<file path="src/rtl/fix_serializer.sv">
// fix_serializer: turns (tag, value-byte) items into a FIX byte stream "<tag>=<value><DELIM>".
// Define FIX_SERIALIZER_CHECKSUM_EN to close messages with "10=nnn<DELIM>" on TRAILER items.
module fix_serializer #(
  parameter int         TAG_W = 14,
  parameter logic [7:0] DELIM = 8'h01
) (
  input  logic             clk,
  input  logic             rst,
  input  logic             in_valid,
  output logic             in_ready,
  input  logic [1:0]       in_kind,
  input  logic [TAG_W-1:0] in_tag,
  input  logic [7:0]       in_data,
  output logic [7:0]       data_o,
  output logic             valid_o,
  input  logic             ready_i,
  output logic             tag_s_o,
  output logic             tag_e_o,
  output logic             value_s_o,
  output logic             value_e_o,
  output logic             err_o
);

  localparam logic [1:0] K_TAG  = 2'b00;
  localparam logic [1:0] K_VAL  = 2'b01;
  localparam logic [1:0] K_LAST = 2'b10;
  localparam logic [1:0] K_TRL  = 2'b11;
  localparam int         CNT_W  = $clog2(TAG_W + 1);

  typedef enum logic [3:0] {
    S_IDLE, S_CONV, S_TAG_DIG, S_EQ, S_VAL, S_SOH
`ifdef FIX_SERIALIZER_CHECKSUM_EN
    , S_CK_CONV, S_CK_HDR, S_CK_DIG
`endif
  } state_t;

  state_t             r_state;
  state_t             w_next;
  logic [19:0]        r_bcd;
  logic [TAG_W-1:0]   r_bin;
  logic [CNT_W-1:0]   r_cnt;
  logic [2:0]         r_idx;
  logic               r_first;
  logic               r_live;
  logic [7:0]         r_data;
  logic               r_valid;
  logic               r_ts, r_te, r_vs, r_ve;
  logic               r_err;

  logic               w_ld;
  logic               w_in_ready;
  logic               w_emit;
  logic [7:0]         w_byte;
  logic               w_ts, w_te, w_vs, w_ve;
  logic               w_err;
  logic               w_start_tag;
  logic               w_step;
  logic               w_shift;
  logic               w_idx_inc;
  logic               w_idx_clr;
  logic               w_first_set;
  logic [19:0]        w_adj;
`ifdef FIX_SERIALIZER_CHECKSUM_EN
  logic [7:0]         r_acc;
  logic               w_start_ck;
  logic               w_ck_clr;
  logic               w_ck_byte;
`endif

  // Double-dabble correction: bump every BCD digit >= 5 by 3 before the next shift.
  function automatic logic [19:0] bcdAdjust(input logic [19:0] b);
    logic [19:0] r;
    r = b;
    for (int i = 0; i < 5; i++) begin
      if (r[4*i +: 4] >= 4'd5) r[4*i +: 4] = r[4*i +: 4] + 4'd3;
    end
    return r;
  endfunction

  assign w_adj    = bcdAdjust(r_bcd);
  assign w_ld     = !r_valid || ready_i;
  assign in_ready = w_in_ready;

  always_ff @(posedge clk or negedge rst) begin
    if (!rst) r_state <= S_IDLE;
    else      r_state <= w_next;
  end

  always_comb begin
    w_next      = r_state;
    w_in_ready  = 1'b0;
    w_emit      = 1'b0;
    w_byte      = 8'h00;
    w_ts        = 1'b0;
    w_te        = 1'b0;
    w_vs        = 1'b0;
    w_ve        = 1'b0;
    w_err       = 1'b0;
    w_start_tag = 1'b0;
    w_step      = 1'b0;
    w_shift     = 1'b0;
    w_idx_inc   = 1'b0;
    w_idx_clr   = 1'b0;
    w_first_set = 1'b0;
`ifdef FIX_SERIALIZER_CHECKSUM_EN
    w_start_ck  = 1'b0;
    w_ck_clr    = 1'b0;
    w_ck_byte   = 1'b0;
`endif
    case (r_state)
      S_IDLE: begin
        w_in_ready = r_live;
        if (in_valid && r_live) begin
          case (in_kind)
            K_TAG: begin
              w_start_tag = 1'b1;
              w_next      = S_CONV;
            end
            K_TRL: begin
`ifdef FIX_SERIALIZER_CHECKSUM_EN
              w_start_ck = 1'b1;
              w_next     = S_CK_CONV;
`else
              w_err      = 1'b1;
`endif
            end
            default: w_err = 1'b1;
          endcase
        end
      end
      S_CONV: begin
        w_step = 1'b1;
        if (r_cnt == CNT_W'(TAG_W - 1)) w_next = S_TAG_DIG;
      end
      // Leading zero digits are skipped without waiting on the output stage.
      S_TAG_DIG: begin
        if (r_first && r_bcd[19:16] == 4'd0 && r_idx != 3'd4) begin
          w_shift   = 1'b1;
          w_idx_inc = 1'b1;
        end else if (w_ld) begin
          w_emit    = 1'b1;
          w_byte    = {4'h3, r_bcd[19:16]};
          w_ts      = r_first;
          w_te      = (r_idx == 3'd4);
          w_shift   = 1'b1;
          w_idx_inc = 1'b1;
          if (r_idx == 3'd4) w_next = S_EQ;
        end
      end
      S_EQ: begin
        if (w_ld) begin
          w_emit      = 1'b1;
          w_byte      = 8'h3D;
          w_first_set = 1'b1;
          w_next      = S_VAL;
        end
      end
      S_VAL: begin
        w_in_ready = w_ld;
        if (in_valid && w_ld) begin
          if (in_kind == K_VAL || in_kind == K_LAST) begin
            w_emit = 1'b1;
            w_byte = in_data;
            w_vs   = r_first;
            w_ve   = (in_kind == K_LAST);
            if (in_kind == K_LAST) w_next = S_SOH;
          end else begin
            w_err = 1'b1;
          end
        end
      end
      S_SOH: begin
        if (w_ld) begin
          w_emit = 1'b1;
          w_byte = DELIM;
          w_next = S_IDLE;
        end
      end
`ifdef FIX_SERIALIZER_CHECKSUM_EN
      S_CK_CONV: begin
        w_step = 1'b1;
        if (r_cnt == CNT_W'(7)) w_next = S_CK_HDR;
      end
      S_CK_HDR: begin
        if (w_ld) begin
          w_emit    = 1'b1;
          w_ck_byte = 1'b1;
          w_idx_inc = 1'b1;
          case (r_idx)
            3'd0: begin w_byte = 8'h31; w_ts = 1'b1; end
            3'd1: begin w_byte = 8'h30; w_te = 1'b1; end
            default: begin
              w_byte    = 8'h3D;
              w_idx_clr = 1'b1;
              w_next    = S_CK_DIG;
            end
          endcase
        end
      end
      S_CK_DIG: begin
        if (w_ld) begin
          w_emit    = 1'b1;
          w_ck_byte = 1'b1;
          w_idx_inc = 1'b1;
          case (r_idx)
            3'd0: begin w_byte = {4'h3, r_bcd[11:8]}; w_vs = 1'b1; end
            3'd1: w_byte = {4'h3, r_bcd[7:4]};
            3'd2: begin w_byte = {4'h3, r_bcd[3:0]}; w_ve = 1'b1; end
            default: begin
              w_byte   = DELIM;
              w_ck_clr = 1'b1;
              w_next   = S_IDLE;
            end
          endcase
        end
      end
`endif
      default: w_next = S_IDLE;
    endcase
  end

  always_ff @(posedge clk or negedge rst) begin
    if (!rst) begin
      r_live  <= 1'b0;
      r_err   <= 1'b0;
      r_bcd   <= '0;
      r_bin   <= '0;
      r_cnt   <= '0;
      r_idx   <= '0;
      r_first <= 1'b0;
      r_valid <= 1'b0;
      r_data  <= 8'h00;
      r_ts    <= 1'b0;
      r_te    <= 1'b0;
      r_vs    <= 1'b0;
      r_ve    <= 1'b0;
    end else begin
      r_live <= 1'b1;
      r_err  <= r_err | w_err;
      if (w_start_tag) begin
        r_bin <= in_tag;
        r_bcd <= '0;
        r_cnt <= '0;
        r_idx <= '0;
      end
`ifdef FIX_SERIALIZER_CHECKSUM_EN
      // The 8-bit sum is left-aligned so the same shifter finishes after 8 steps.
      else if (w_start_ck) begin
        r_bin <= TAG_W'(r_acc) << (TAG_W - 8);
        r_bcd <= '0;
        r_cnt <= '0;
        r_idx <= '0;
      end
`endif
      else if (w_step) begin
        {r_bcd, r_bin} <= {w_adj, r_bin} << 1;
        r_cnt          <= r_cnt + 1'b1;
      end else begin
        if (w_shift) r_bcd <= {r_bcd[15:0], 4'h0};
        if (w_idx_clr)      r_idx <= '0;
        else if (w_idx_inc) r_idx <= r_idx + 3'd1;
      end
      if (w_start_tag || w_first_set) r_first <= 1'b1;
      else if (w_emit)                r_first <= 1'b0;
      if (w_ld) begin
        r_valid <= w_emit;
        r_data  <= w_byte;
        r_ts    <= w_ts;
        r_te    <= w_te;
        r_vs    <= w_vs;
        r_ve    <= w_ve;
      end
    end
  end

`ifdef FIX_SERIALIZER_CHECKSUM_EN
  // Summing at load time equals summing at hand-off: bytes leave in order before any trailer byte.
  always_ff @(posedge clk or negedge rst) begin
    if (!rst)                        r_acc <= 8'h00;
    else if (w_ck_clr)               r_acc <= 8'h00;
    else if (w_emit && !w_ck_byte)   r_acc <= r_acc + w_byte;
  end
`endif

  assign data_o    = r_data;
  assign valid_o   = r_valid;
  assign tag_s_o   = r_ts;
  assign tag_e_o   = r_te;
  assign value_s_o = r_vs;
  assign value_e_o = r_ve;
  assign err_o     = r_err;

endmodule

</file>
<file path="config.mk">
export PLATFORM = sky130hd
export DESIGN_NAME = fix_serializer
export DESIGN_NICKNAME = d
export VERILOG_FILES = /design/src/rtl/fix_serializer.sv
export SDC_FILE = /design/constraint.sdc
export NUM_CORES = 1
export LEC_CHECK = 0
export CELL_PAD_IN_SITES_DETAIL_PLACEMENT = 1
export CELL_PAD_IN_SITES_GLOBAL_PLACEMENT = 1
export CORE_ASPECT_RATIO = 2
export CORE_UTILIZATION = 44
export CTS_BUF_LIST = sky130_fd_sc_hd__clkbuf_8
export DETAILED_ROUTE_END_ITERATION = 8
export PLACE_DENSITY_LB_ADDON = 0.15
export SYNTH_ARGS = -nofsm -noshare
export SYNTH_HDL_FRONTEND = slang
export SYNTH_SLANG_ARGS = --single-unit
</file>
<file path="constraint.sdc">
create_clock -name clk -period 2.2 [get_ports clk]
set_clock_uncertainty 0.2 [all_clocks]
set_input_delay 0.22 -clock clk [delete_from_list [all_inputs] [get_ports clk]]
set_output_delay 0.22 -clock clk [all_outputs]
set_load 0.01 [all_outputs]
</file>
# == After elaboration in Yosys (flattened, before gate mapping) ==
# Cells that the tools add are included.
# word_totals
ff_bits,61
latch_bits,0
mem_bits_rw,0
romBits,0
output_inout_bits,15
n_memories,0
# op_classes
n_addsub,7
mul,0
div,0
order_cmp,5
eq_ne,22
shift,0
n_mux,61
bitwise,1
n_reduce_logical,18
# op_table
op,count
4-bit 2-to-1 mux,17
20-bit 2-to-1 mux,3
8-bit case mux with 4 select lines,1
14-bit 2-to-1 mux,2
1-bit 2-to-1 mux,27
4-bit case mux with 6 select lines,1
"2-bit != test, second input constant",11
"4-bit by 3-bit >= comparator with 1-bit output, second input constant",5
"4-bit by 2-bit adder with 4-bit output, second input constant",4
8-bit 2-to-1 mux,2
3-bit 2-to-1 mux,4
11-bit AND reduction,1
"4-bit by 2-bit equality test with 1-bit output, second input constant",2
"4-bit by 3-bit equality test with 1-bit output, second input constant",2
4-bit zero test,2
6-bit 2-to-1 mux,1
2-bit nonzero test,3
"4-bit by 1-bit adder with 4-bit output, second input constant",1
"4-bit by 1-bit equality test with 1-bit output, second input constant",1
"4-bit equality test, second input constant",1
1-bit logical AND,4
1-bit case mux with 2 select lines,2
"3-bit by 1-bit adder with 3-bit output, second input constant",1
"3-bit by 2-bit adder with 3-bit output, second input constant",1
13 further kinds,15

# == Logic depth before layout (Yosys ltp) ==
# Gate-level depths: netlist of run 1.
# logic_depth
ltp_word,8
ltp_mapped,9

# == Worst setup path before layout of run 1 ==
# OpenSTA, ideal clock, no wires.
# synth_path
path_kind,reg-to-reg
startpoint,register r_bcd[16]
endpoint,register r_bcd[7]
setup_time_ns,0.138
arrival_time_ns,1.538
path_slack_ns,0.324
stages_incl_launch_ff,9
cell_sequence,dfrtp_1 inv_1 ha_1 nor4bb_2 o211ai_1 buf_4 buf_6 mux2i_1 o22ai_1
# synth_via
elab_chain_cells,6
# synth_rtl
element,line_no,rtl
from (decl),39,logic [19:0] r_bcd;
from (signal assigned),256,"{r_bcd, r_bin} <= {w_adj, r_bin} << 1;"
from (signal assigned),259,"if (w_shift) r_bcd <= {r_bcd[15:0], 4'h0};"
4-bit zero test,137,if (r_first && r_bcd[19:16] == 4'd0 && r_idx != 3'd4) begin
1-bit logical AND (2 in series),137,
1-bit 2-to-1 mux,137,
1-bit 2-to-1 mux,110,case (r_state)
3-bit nonzero test (no source line),n/a,
# No other way between the ends.
# A chain may end at the register's enable or synchronous reset.

# == Worst setup path after layout of run 1 ==
# layout_path
startpoint,register r_bcd[16]
endpoint,register r_bcd[8]
# The elaborated chain is that of the path after synthesis.

==> results of run 1 <==
[layer usage]
metal	GRT usage, %	part of all wire (%)	routed length [um]
met4	13.1	2.9	264
met3	4.20	2.5	225
met2	48.9	58	5300
met5	0	0	0
met1	25.6	37	3380
[cell families after synthesis]
logic type | synth area share (%)
muxes | 1.80
xor gates and xnor gates | 2.62
AOI/OAI and AO/OA | 20.1
buffers and inverters | 6.10
other | 0.112
DFF | 44.9
and+or+nand+nor | 17.6
adders and majority gates | 6.73
[cell type report]
type / count / share of cell area [%]
repair buffers: 72 / 16.1
clock inverters: 6 / 1.90
multi-input cells: 260 / 39.1
clock buffers: 9 / 2.93
well taps: 92 / 2.73
flip-flops and latches: 60 / 35.7
inverters: 18 / 1.60
[metrics by stage]
stage	TNS, ps	hold WS (ps)	setup slack (ps)
2_1_floorplan	0	-276	324
3_3_place_gp	-72.2	27.6	-64.9
3_5_place_dp	-1270	34.3	-177
4_1_cts	0	195	58.9
5_1_grt	0	229	4.30
6_report	0	186	125
[state kept, by name, indices dropped and copies added, names as in the netlist, 3 cells and up]
signal / flops
r_bcd: 20
r_bin: 14
data_o: 8
r_cnt: 4
r_idx: 3
r_state: 3
[cells in the mapped netlist (2+ instances only)]
master | instances | area, um2
sky130_fd_sc_hd__nor3b_1 | 6 | 45.0
sky130_fd_sc_hd__mux2i_1 | 6 | 60.1
sky130_fd_sc_hd__nand4_1 | 7 | 43.8
sky130_fd_sc_hd__o21ai_0 | 31 | 155
sky130_fd_sc_hd__a31oi_1 | 7 | 43.8
sky130_fd_sc_hd__nand3_1 | 4 | 20.0
sky130_fd_sc_hd__nor3_1 | 2 | 10.0
sky130_fd_sc_hd__and2_1 | 2 | 12.5
sky130_fd_sc_hd__clkbuf_1 | 8 | 30.0
sky130_fd_sc_hd__nor2b_1 | 5 | 31.3
sky130_fd_sc_hd__nand2b_1 | 7 | 43.8
sky130_fd_sc_hd__nor2_1 | 11 | 41.3
sky130_fd_sc_hd__o21a_1 | 3 | 22.5
sky130_fd_sc_hd__a211oi_1 | 6 | 45.0
sky130_fd_sc_hd__dfrtp_1 | 60 | 1500
sky130_fd_sc_hd__xor2_1 | 3 | 26.3
sky130_fd_sc_hd__a21oi_1 | 22 | 110
sky130_fd_sc_hd__or3_1 | 2 | 12.5
sky130_fd_sc_hd__nand2_1 | 65 | 244
sky130_fd_sc_hd__buf_2 | 7 | 35.0
sky130_fd_sc_hd__a32oi_1 | 3 | 26.3
sky130_fd_sc_hd__a22o_1 | 5 | 43.8
sky130_fd_sc_hd__inv_1 | 18 | 67.6
sky130_fd_sc_hd__a22oi_1 | 15 | 113
sky130_fd_sc_hd__xnor2_1 | 7 | 61.3
sky130_fd_sc_hd__buf_4 | 2 | 15.0
sky130_fd_sc_hd__ha_1 | 18 | 225
sky130_fd_sc_hd__a21boi_0 | 3 | 22.5
sky130_fd_sc_hd__buf_6 | 5 | 56.3
sky130_fd_sc_hd__o22ai_1 | 3 | 18.8
[power groups by stage]
| stage | Clock, mW | Sequential (mW) | Combinational, mW |
|---|---|---|---|
| 2_1_floorplan | 0 | 1.75 | 1.83 |
| 3_3_place_gp | 0 | 1.87 | 2.38 |
| 3_5_place_dp | 0 | 1.89 | 2.50 |
| 4_1_cts | 1.10 | 1.89 | 2.56 |
| 5_1_grt | 1.14 | 1.95 | 2.84 |
| 6_report | 1.08 | 1.90 | 2.52 |
[worst max-delay path: cells and delay by family, from the launching register on]
family / cells / cell delay [ps]
adder cells (fa/ha/maj): 1 / 150
flip-flops: 1 / 450
buffers and inverters: 3 / 420
AO/OA/AOI/OAI: 4 / 500
AND/OR/NAND/NOR: 1 / 240
[repair_timing]
action,in CTS,in global routing
pin swaps,0,1
hold buffers,1,0
setup endpoints to repair,2,14
endpoints found under the hold margin,21,0
gates resized for setup,4,3
buffers inserted,0,0
[worst paths after layout]
kind	startpoint	to	slack (ps)	depth (start not counted)
worst min register to register	r_bin[7]$_DFFE_PN0P_	r_bin[8]$_DFFE_PN0P_	280	2
worst max register to register	r_bcd[16]$_DFFE_PN0P_	r_bcd[8]$_DFFE_PN0P_	130	9
worst min-delay path	rst	r_bin[10]$_DFFE_PN0P_	190	2
worst max-delay path	r_bcd[16]$_DFFE_PN0P_	r_bcd[8]$_DFFE_PN0P_	130	9
min in group clk	in_tag[0]	r_bin[0]$_DFFE_PN0P_	210	3
max in group asynchronous	rst	r_bcd[16]$_DFFE_PN0P_	860	3
==> impl_summary.txt, run 1 <==
----------------------------------------------------
[Clocking]
  Clock Latency Late Sink ... 350 ps
  Clock transition time at the flip-flop clock pins of the worst setup and hold paths ... 70 ps
  # H-tree levels ... 3
  Clock tree sinks ... 60
  Root buffer cell ... sky130_fd_sc_hd__clkbuf_8
  Number of buffers on the longest clock path ... 2
  Number of clock buffers inserted by TritonCTS ... 9
  TritonCTS clock tree ... built

[Run]
  Maximum capacitance violations ... 0

[Final layout]
  Commonest non-fill, non-tap cells in the layout ... sky130_fd_sc_hd__nand2_1 (65), sky130_fd_sc_hd__dfrtp_1 (57), sky130_fd_sc_hd__clkdlybuf4s50_1 (40)
  Final layout net count ... between 400 and 500
  Final core utilization ... 57.7%
  Syn-to-layout area delta ... 26.2%
  Total area of multi-input combinational cells ... 1650 um2
  Number of fill cells in the layout ... approximately 850
  Share of final-layout standard cells stronger than drive strength 1 ... between 10% and 20%
  Commonest non-fill, non-tap cell in the layout ... sky130_fd_sc_hd__nand2_1
  Seq. cell area ... 1510 um2
  Count of inserted antenna diode cells ... 0
  Post-Layout Inst Area ... 4220 um2
  Final Instance Count excl. Fillers ... approximately 520

[Pwr]
  Sequential cell fraction of total power ... between 30% and 40%
  Overall power ... about 5.5 mW
  Net Switching ... 2.28 mW
  Fraction of power spent switching nets ... approximately two fifths
  Maximum VDD drop ... ~620 uV
  Share of power burned in the clock network ... 19.6%
  Cell internal power dissipation ... around 3.2 mW
  Leakage power of the design ... ~1.9 nW
  Fraction of power consumed by combinational cells ... a little under half
  Areal power density over the cells ... around 1300 nW/um2

[Timing]
  Normalized max-slew margin ... 52.2%
  Final setup violating endpoints ... 0
  Hold violation count in the final report ... 0
  Unrepaired setup endpoints after global routing ... true
  Achievable clock frequency ... just under 500 MHz
  Shortest period the worst path allows ... approximately 2100 ps
  Worst slew pin tran ... 709 ps
  Part of the cycle the worst path needs ... 94.3%
  Number of max-slew violations in the final report ... 0

[Placed design]
  RD Place Congestion ... around 0.82
  HPWL after detailed placement ... between 6 and 7 mm
  Port Buffers ... 42
  Cell area reported after detailed placement ... 4000 um2
  Post-placement cell count ... roughly 500

[Floorplanning]
  Core outline area ... approximately 7300 um2
  Die outline area ... approximately 8000 um2
  Die span in x ... about 64 um
  Starting density of the core ... 45.7%
  Number of cell rows ... between 40 and 50
  I/O pin count ... 43
  Die H ... roughly 130 um

[Critical path]
  WS Path Type ... flop to flop
  Slowest stage delay, CP ... 450 ps
  Cell breakdown of the critical path ... inv_2 -> ha_1 -> nor4bb_4 -> o211ai_1 -> buf_4 -> buf_12 -> o21ai_0 -> o21a_1 -> a21oi_1
  Critical path launch point type ... flop
  Maximum fanout along the worst path ... 17
  Slowest library cell on the worst path ... sky130_fd_sc_hd__dfrtp_2
  Arrival time of data at the critical path endpoint ... about 2100 ps
  Critical path capture point type ... flop
  CP Data Required Time ... 2220 ps

[Logic synthesis]
  Instance count of the mapped netlist ... 360
  Average cell area after synthesis ... 9.29 um2
  Flip-flop and latch count after synthesis ... 60
  Cell variety after synth ... 47
  Net count after synthesis ... ~410
  Count of flip-flops with a built-in enable after synthesis ... 0
  Post-synthesis cell area ... between 3000 and 4000 um2
  Post-synth ARST share ... 100%
  Commonest register cell after synthesis ... sky130_fd_sc_hd__dfrtp_1
  Synth Warn # ... 0
  Post-synthesis sequential area ratio ... 44.9%

[Routing]
  Routed wire per std cell ... 17.7 um
  Overall routed net length ... between 9 and 10 mm
  1st-pass router iterations ... 4
  Via-per-instance ratio ... roughly 5.7
  Antenna Violating Nets Remaining ... 0
  Remaining design rule violation count ... 0
  Number of vias after detailed routing ... ~2900
  DRC violation total after the first TritonRoute iteration ... around 110

[Global route]
  First-pass GRT wire length ... 15.8 mm
  Number of global-route vias before repair ... 3306
  Number of antenna violations at the first check in global routing ... 0
  Leftover overflow at the end of global routing ... 0
  Global router's overall resource usage ... around a quarter
  Pin count of the biggest net entering global routing ... 25

[Worst hold path]
  Worst Hold Class ... input port to async pin

[Run status]
  Outcome ... complete, no violations

----------------------------------------------------
Note: power is estimated with default switching activity, not from simulation.
==> inputs of run 2 (changes only) <==
--- a/config.mk
+++ b/config.mk
@@ -5,10 +5,11 @@
 export SDC_FILE = /design/constraint.sdc
 export NUM_CORES = 1
 export LEC_CHECK = 0
+export ABC_AREA = 1
 export CELL_PAD_IN_SITES_DETAIL_PLACEMENT = 1
 export CELL_PAD_IN_SITES_GLOBAL_PLACEMENT = 1
 export CORE_ASPECT_RATIO = 2
-export CORE_UTILIZATION = 44
+export CORE_UTILIZATION = 42
 export CTS_BUF_LIST = sky130_fd_sc_hd__clkbuf_8
 export DETAILED_ROUTE_END_ITERATION = 8
 export PLACE_DENSITY_LB_ADDON = 0.15
==> run 2 against run 1 <==
Effect of this change: worst setup slack improved by 100 ps; register-to-register slack improved by 100 ps; critical path depth rose by 2; final area rose by 3.5%; sequential power fell by 4%; maximum frequency rose by 5.2%; routed wire length rose by 6.3%; non-clock buffer count fell by 15; critical endpoint is now r_bcd[10]$_DFFE_PN0P_.
==> impl_summary.txt, run 2 <==
----------------------------------------------------
[Final layout]
  Final layout net count ... 579 (+24%)
  Largest register FFs ... 20 (unchanged)
  Count of inserted antenna diode cells ... 0 (unchanged)
  Post-Layout Inst Area ... 4370 um2 (+3.5%)
  Number of fill cells in the layout ... 1063 (+24%)
  Final Instance Count excl. Fillers ... 636 (+23%)
  Commonest non-fill, non-tap cells in the layout ... sky130_fd_sc_hd__nand2_1 (185), sky130_fd_sc_hd__dfrtp_1 (60), sky130_fd_sc_hd__nand3_1 (53)
  Most flop-heavy register ... r_bcd
  Commonest non-fill, non-tap cell in the layout ... sky130_fd_sc_hd__nand2_1
  Syn-to-layout area delta ... 23.1%
  Final core utilization ... 53.1% (-4.6 points)
  Share of final-layout standard cells stronger than drive strength 1 ... 8.55% (-4.6 points)

[Timing]
  Final setup violating endpoints ... 0 (unchanged)
  Worst slew pin tran ... 718 ps (+8.51 ps)
  Part of the cycle the worst path needs ... 89.7% (-4.6 points)
  Achievable clock frequency ... 507 MHz (+5.2%)
  Hold violation count in the final report ... 0 (unchanged)
  Unrepaired setup endpoints after global routing ... false
  Number of max-slew violations in the final report ... 0 (unchanged)
  Accumulated negative setup slack ... 0 ps (unchanged)
  Normalized max-slew margin ... 52.2% (-0.068 points)
  Shortest period the worst path allows ... 1970 ps (-102 ps)

[Routing]
  Length of routed met3 wiring ... 270 um (+20%)
  Top layer reached by signal wires ... met4
  Overall routed net length ... 9.75 mm (+6.3%)
  Routed wire per std cell ... 15.3 um (-14%)
  Number of vias after detailed routing ... 3355 (+14%)
  1st-pass router iterations ... 4 (unchanged)
  Antenna Violating Nets Remaining ... 0 (unchanged)
  Routed wire length on met2 ... 5.75 mm (+8.5%)
  DRC violation total after the first TritonRoute iteration ... 141 (+27%)
  Via-per-instance ratio ... 5.28 (-7.2%)
  Routed metal-1 wire length ... 3.39 mm (+0.36%)
  Remaining design rule violation count ... 0 (unchanged)

[Logic synthesis]
  Flip-flop and latch count after synthesis ... 60 (unchanged)
  Instance count of the mapped netlist ... 479 (+33%)
  Cell taking the most area after synthesis ... sky130_fd_sc_hd__dfrtp_1
  Cell variety after synth ... 31 (-34%)
  Count of flip-flops with a built-in enable after synthesis ... 0 (unchanged)
  Commonest register cell after synthesis ... sky130_fd_sc_hd__dfrtp_1
  Top cells by instance count after synthesis ... sky130_fd_sc_hd__nand2_1 (185), sky130_fd_sc_hd__dfrtp_1 (60), sky130_fd_sc_hd__nand3_1 (53)
  Post-synth ARST share ... 100% (unchanged)
  Most area-consuming cells after synthesis ... sky130_fd_sc_hd__dfrtp_1 (42%), sky130_fd_sc_hd__nand2_1 (20%), sky130_fd_sc_hd__nand3_1 (7.5%)
  Post-synthesis cell area ... 3550 um2 (+6.1%)
  Synth Warn # ... 0 (unchanged)
  Most frequent cell after synthesis ... sky130_fd_sc_hd__nand2_1
  Post-synthesis sequential area ratio ... 42.3% (-2.6 points)
  Average cell area after synthesis ... 7.41 um2 (-20%)
  Net count after synthesis ... 525 (+29%)
  Proportion of netlist area held by the largest area contributor ... 42.3% (-2.6 points)

[Pwr]
  Maximum VDD drop ... 735 uV (+18%)
  Fraction of power consumed by combinational cells ... 50.9% (+5.1 points)
  Sequential cell fraction of total power ... 31.5% (-3.1 points)
  Cell internal power dissipation ... 3.13 mW (-3.1%)
  Share of power burned in the clock network ... 17.5% (-2.1 points)
  Leakage power of the design ... 2.28 nW (+18%)
  Overall power ... 5.81 mW (+5.4%)
  Net Switching ... 2.68 mW (+18%)
  Areal power density over the cells ... 1330 nW/um2 (+1.9%)
  Fraction of power spent switching nets ... 46.1% (+4.7 points)

[Placed design]
  RD Place Congestion ... 0.838 (+1.8%)
  Cell area reported after detailed placement ... 4160 um2 (+4.0%)
  Port Buffers ... 42 (unchanged)
  HPWL after detailed placement ... 7.43 mm (+12%)
  Post-placement cell count ... 619 (+24%)

[Floorplanning]
  Number of cell rows ... 47 (+6.8%)
  I/O pin count ... 43 (unchanged)
  Die span in x ... 67.0 um (+5.3%)
  Core outline area ... 8230 um2 (+12%)
  Die H ... 132 um (+5.4%)
  Die outline area ... 8850 um2 (+11%)
  Starting density of the core ... 43.1% (-2.6 points)

[Critical path]
  Count of buffer and inverter cells on the critical path ... 3 (unchanged)
  Critical path capture point type ... flop
  Family with the most delay on the worst path ... simple AND/OR/NAND/NOR gates
  Arrival time of data at the critical path endpoint ... 2010 ps (-90 ps)
  Number of gates on the worst path with buffers counted ... 11 (+2)
  Worst r2r dst ... r_bcd[10]$_DFFE_PN0P_
  Beginning of the critical path ... r_bcd[17]$_DFFE_PN0P_
  Worst flop-to-flop path startpoint ... r_bcd[17]$_DFFE_PN0P_
  Slowest stage delay, CP ... 380 ps (-70 ps)
  WS Path Type ... flop to flop
  Slowest library cell on the worst path ... sky130_fd_sc_hd__dfrtp_1
  CP Data Required Time ... 2230 ps (about the same)
  Maximum fanout along the worst path ... 16 (-1)
  Depth of the most critical reg-to-reg path ... 11 (+2)
  Register-to-Register Setup Slack ... 230 ps (+100 ps)
  Critical path launch point type ... flop
  Cell repeated most along the worst path ... sky130_fd_sc_hd__nand2_1
  Critical path destination ... r_bcd[10]$_DFFE_PN0P_
  Cell breakdown of the critical path ... inv_1 -> ha_1 -> nand2_1 -> inv_1 -> nand3_1 -> nand2_1 -> nand2_4 -> nand2_4 -> inv_4 -> nand2_1 -> nand2_1

[Global route]
  Global router's overall resource usage ... 24.6% (-1.1 points)
  Leftover overflow at the end of global routing ... 0 (unchanged)
  Number of antenna violations at the first check in global routing ... 0 (unchanged)
  Number of global-route vias before repair ... 3587 (+8.5%)
  First-pass GRT wire length ... 16.3 mm (+3.7%)
  Pin count of the biggest net entering global routing ... 38 (+52%)

[Run status]
  Outcome ... complete, no violations

[Clocking]
  Clock Latency Late Sink ... 360 ps (about the same)
  Number of buffers on the longest clock path ... 2 (unchanged)
  TritonCTS clock tree ... built
  Number of setup buffers added after CTS ... 0 (unchanged)
  Clock transition time at the flip-flop clock pins of the worst setup and hold paths ... 80 ps (about the same)
  Number of clock buffers inserted by TritonCTS ... 9 (unchanged)
  Root buffer cell ... sky130_fd_sc_hd__clkbuf_8
  Clock tree sinks ... 60 (unchanged)
  # H-tree levels ... 3 (unchanged)

[Worst hold path]
  Worst Hold Class ... input port to flop
  Startpoint of the lowest-slack hold path ... in_data[6]

[Run]
  Maximum capacitance violations ... 0 (unchanged)

----------------------------------------------------
[run 2: worst min-delay path by stage]
stage / end / slack, ps / cells after the start
floorplan: data_o[0]$_DFFE_PN0N_ / -280 / 0
global placement: err_o$_DFF_PN0_ / 110 / 1
detailed placement: r_live$_DFF_PN0_ / 110 / 1
CTS: data_o[6]$_DFFE_PN0N_ / 220 / 3
global route: data_o[6]$_DFFE_PN0N_ / 240 / 3
finish: data_o[6]$_DFFE_PN0N_ / 230 / 3
[run 2: what timing repair did]
item,in CTS,in global routing
endpoints found under the setup margin,1,6
pin swaps,0,0
gates resized for setup,1,1
endpoints found under the hold margin,28,0
hold buffers,1,0
[run 2: per-stage QoR]
stage          hold slack [ps]  setup slack [ps]
2_1_floorplan             -276               469
4_1_cts                    216               139
3_5_place_dp               111              81.8
6_report                   232               227
5_1_grt                    236              26.4
3_3_place_gp               108               132
[run 2: metal layers]
| layer | global-route usage, % | vias up |
|---|---|---|
| li1 | - | 1644 |
| met1 | 23.3 | 1621 |
| met2 | 46.6 | 67 |
| met3 | 4.93 | 23 |
| met4 | 12.1 | 0 |
| met5 | 0 | - |
[run 2: worst reg2reg max path, delay by kind of cell, from the launching register on]
| kind | cells | cell delay [ps] |
|---|---|---|
| flops | 1 | 380 |
| fa+ha+maj | 1 | 190 |
| simple gates | 7 | 780 |
| buf+inv | 3 | 300 |
[run 2: cell families after synthesis]
kind of cell	synth area share, %
AND/OR/NAND/NOR	33.6
buffers and inverters	8.00
flip-flops	42.3
AO/OA/AOI/OAI	8.92
adder cells (fa/ha/maj)	6.34
XOR/XNOR	0.740
other	0.106
[run 2: power by group through the flow]
stage                     combinational, mW  clock [mW]  sequential, mW
after floorplan                        2.03           0            1.78
after global placement                 2.83           0            1.83
after detailed placement               2.97           0            1.85
after CTS                              3.01        1.05            1.83
after global routing                   3.35        1.10            1.88
final                                  2.96        1.02            1.83
[run 2: final cells by class]
type	count	area [um2]	share of cell area (%)
Clock buffer	9	124	2.84
Clock inverter	7	75.1	1.72
Tap cell	98	123	2.81
Sequential cell	60	1500	34.4
Timing Repair Buffer	57	579	13.3
Multi-Input combinational cell	356	1770	40.5
Inverter	49	196	4.50
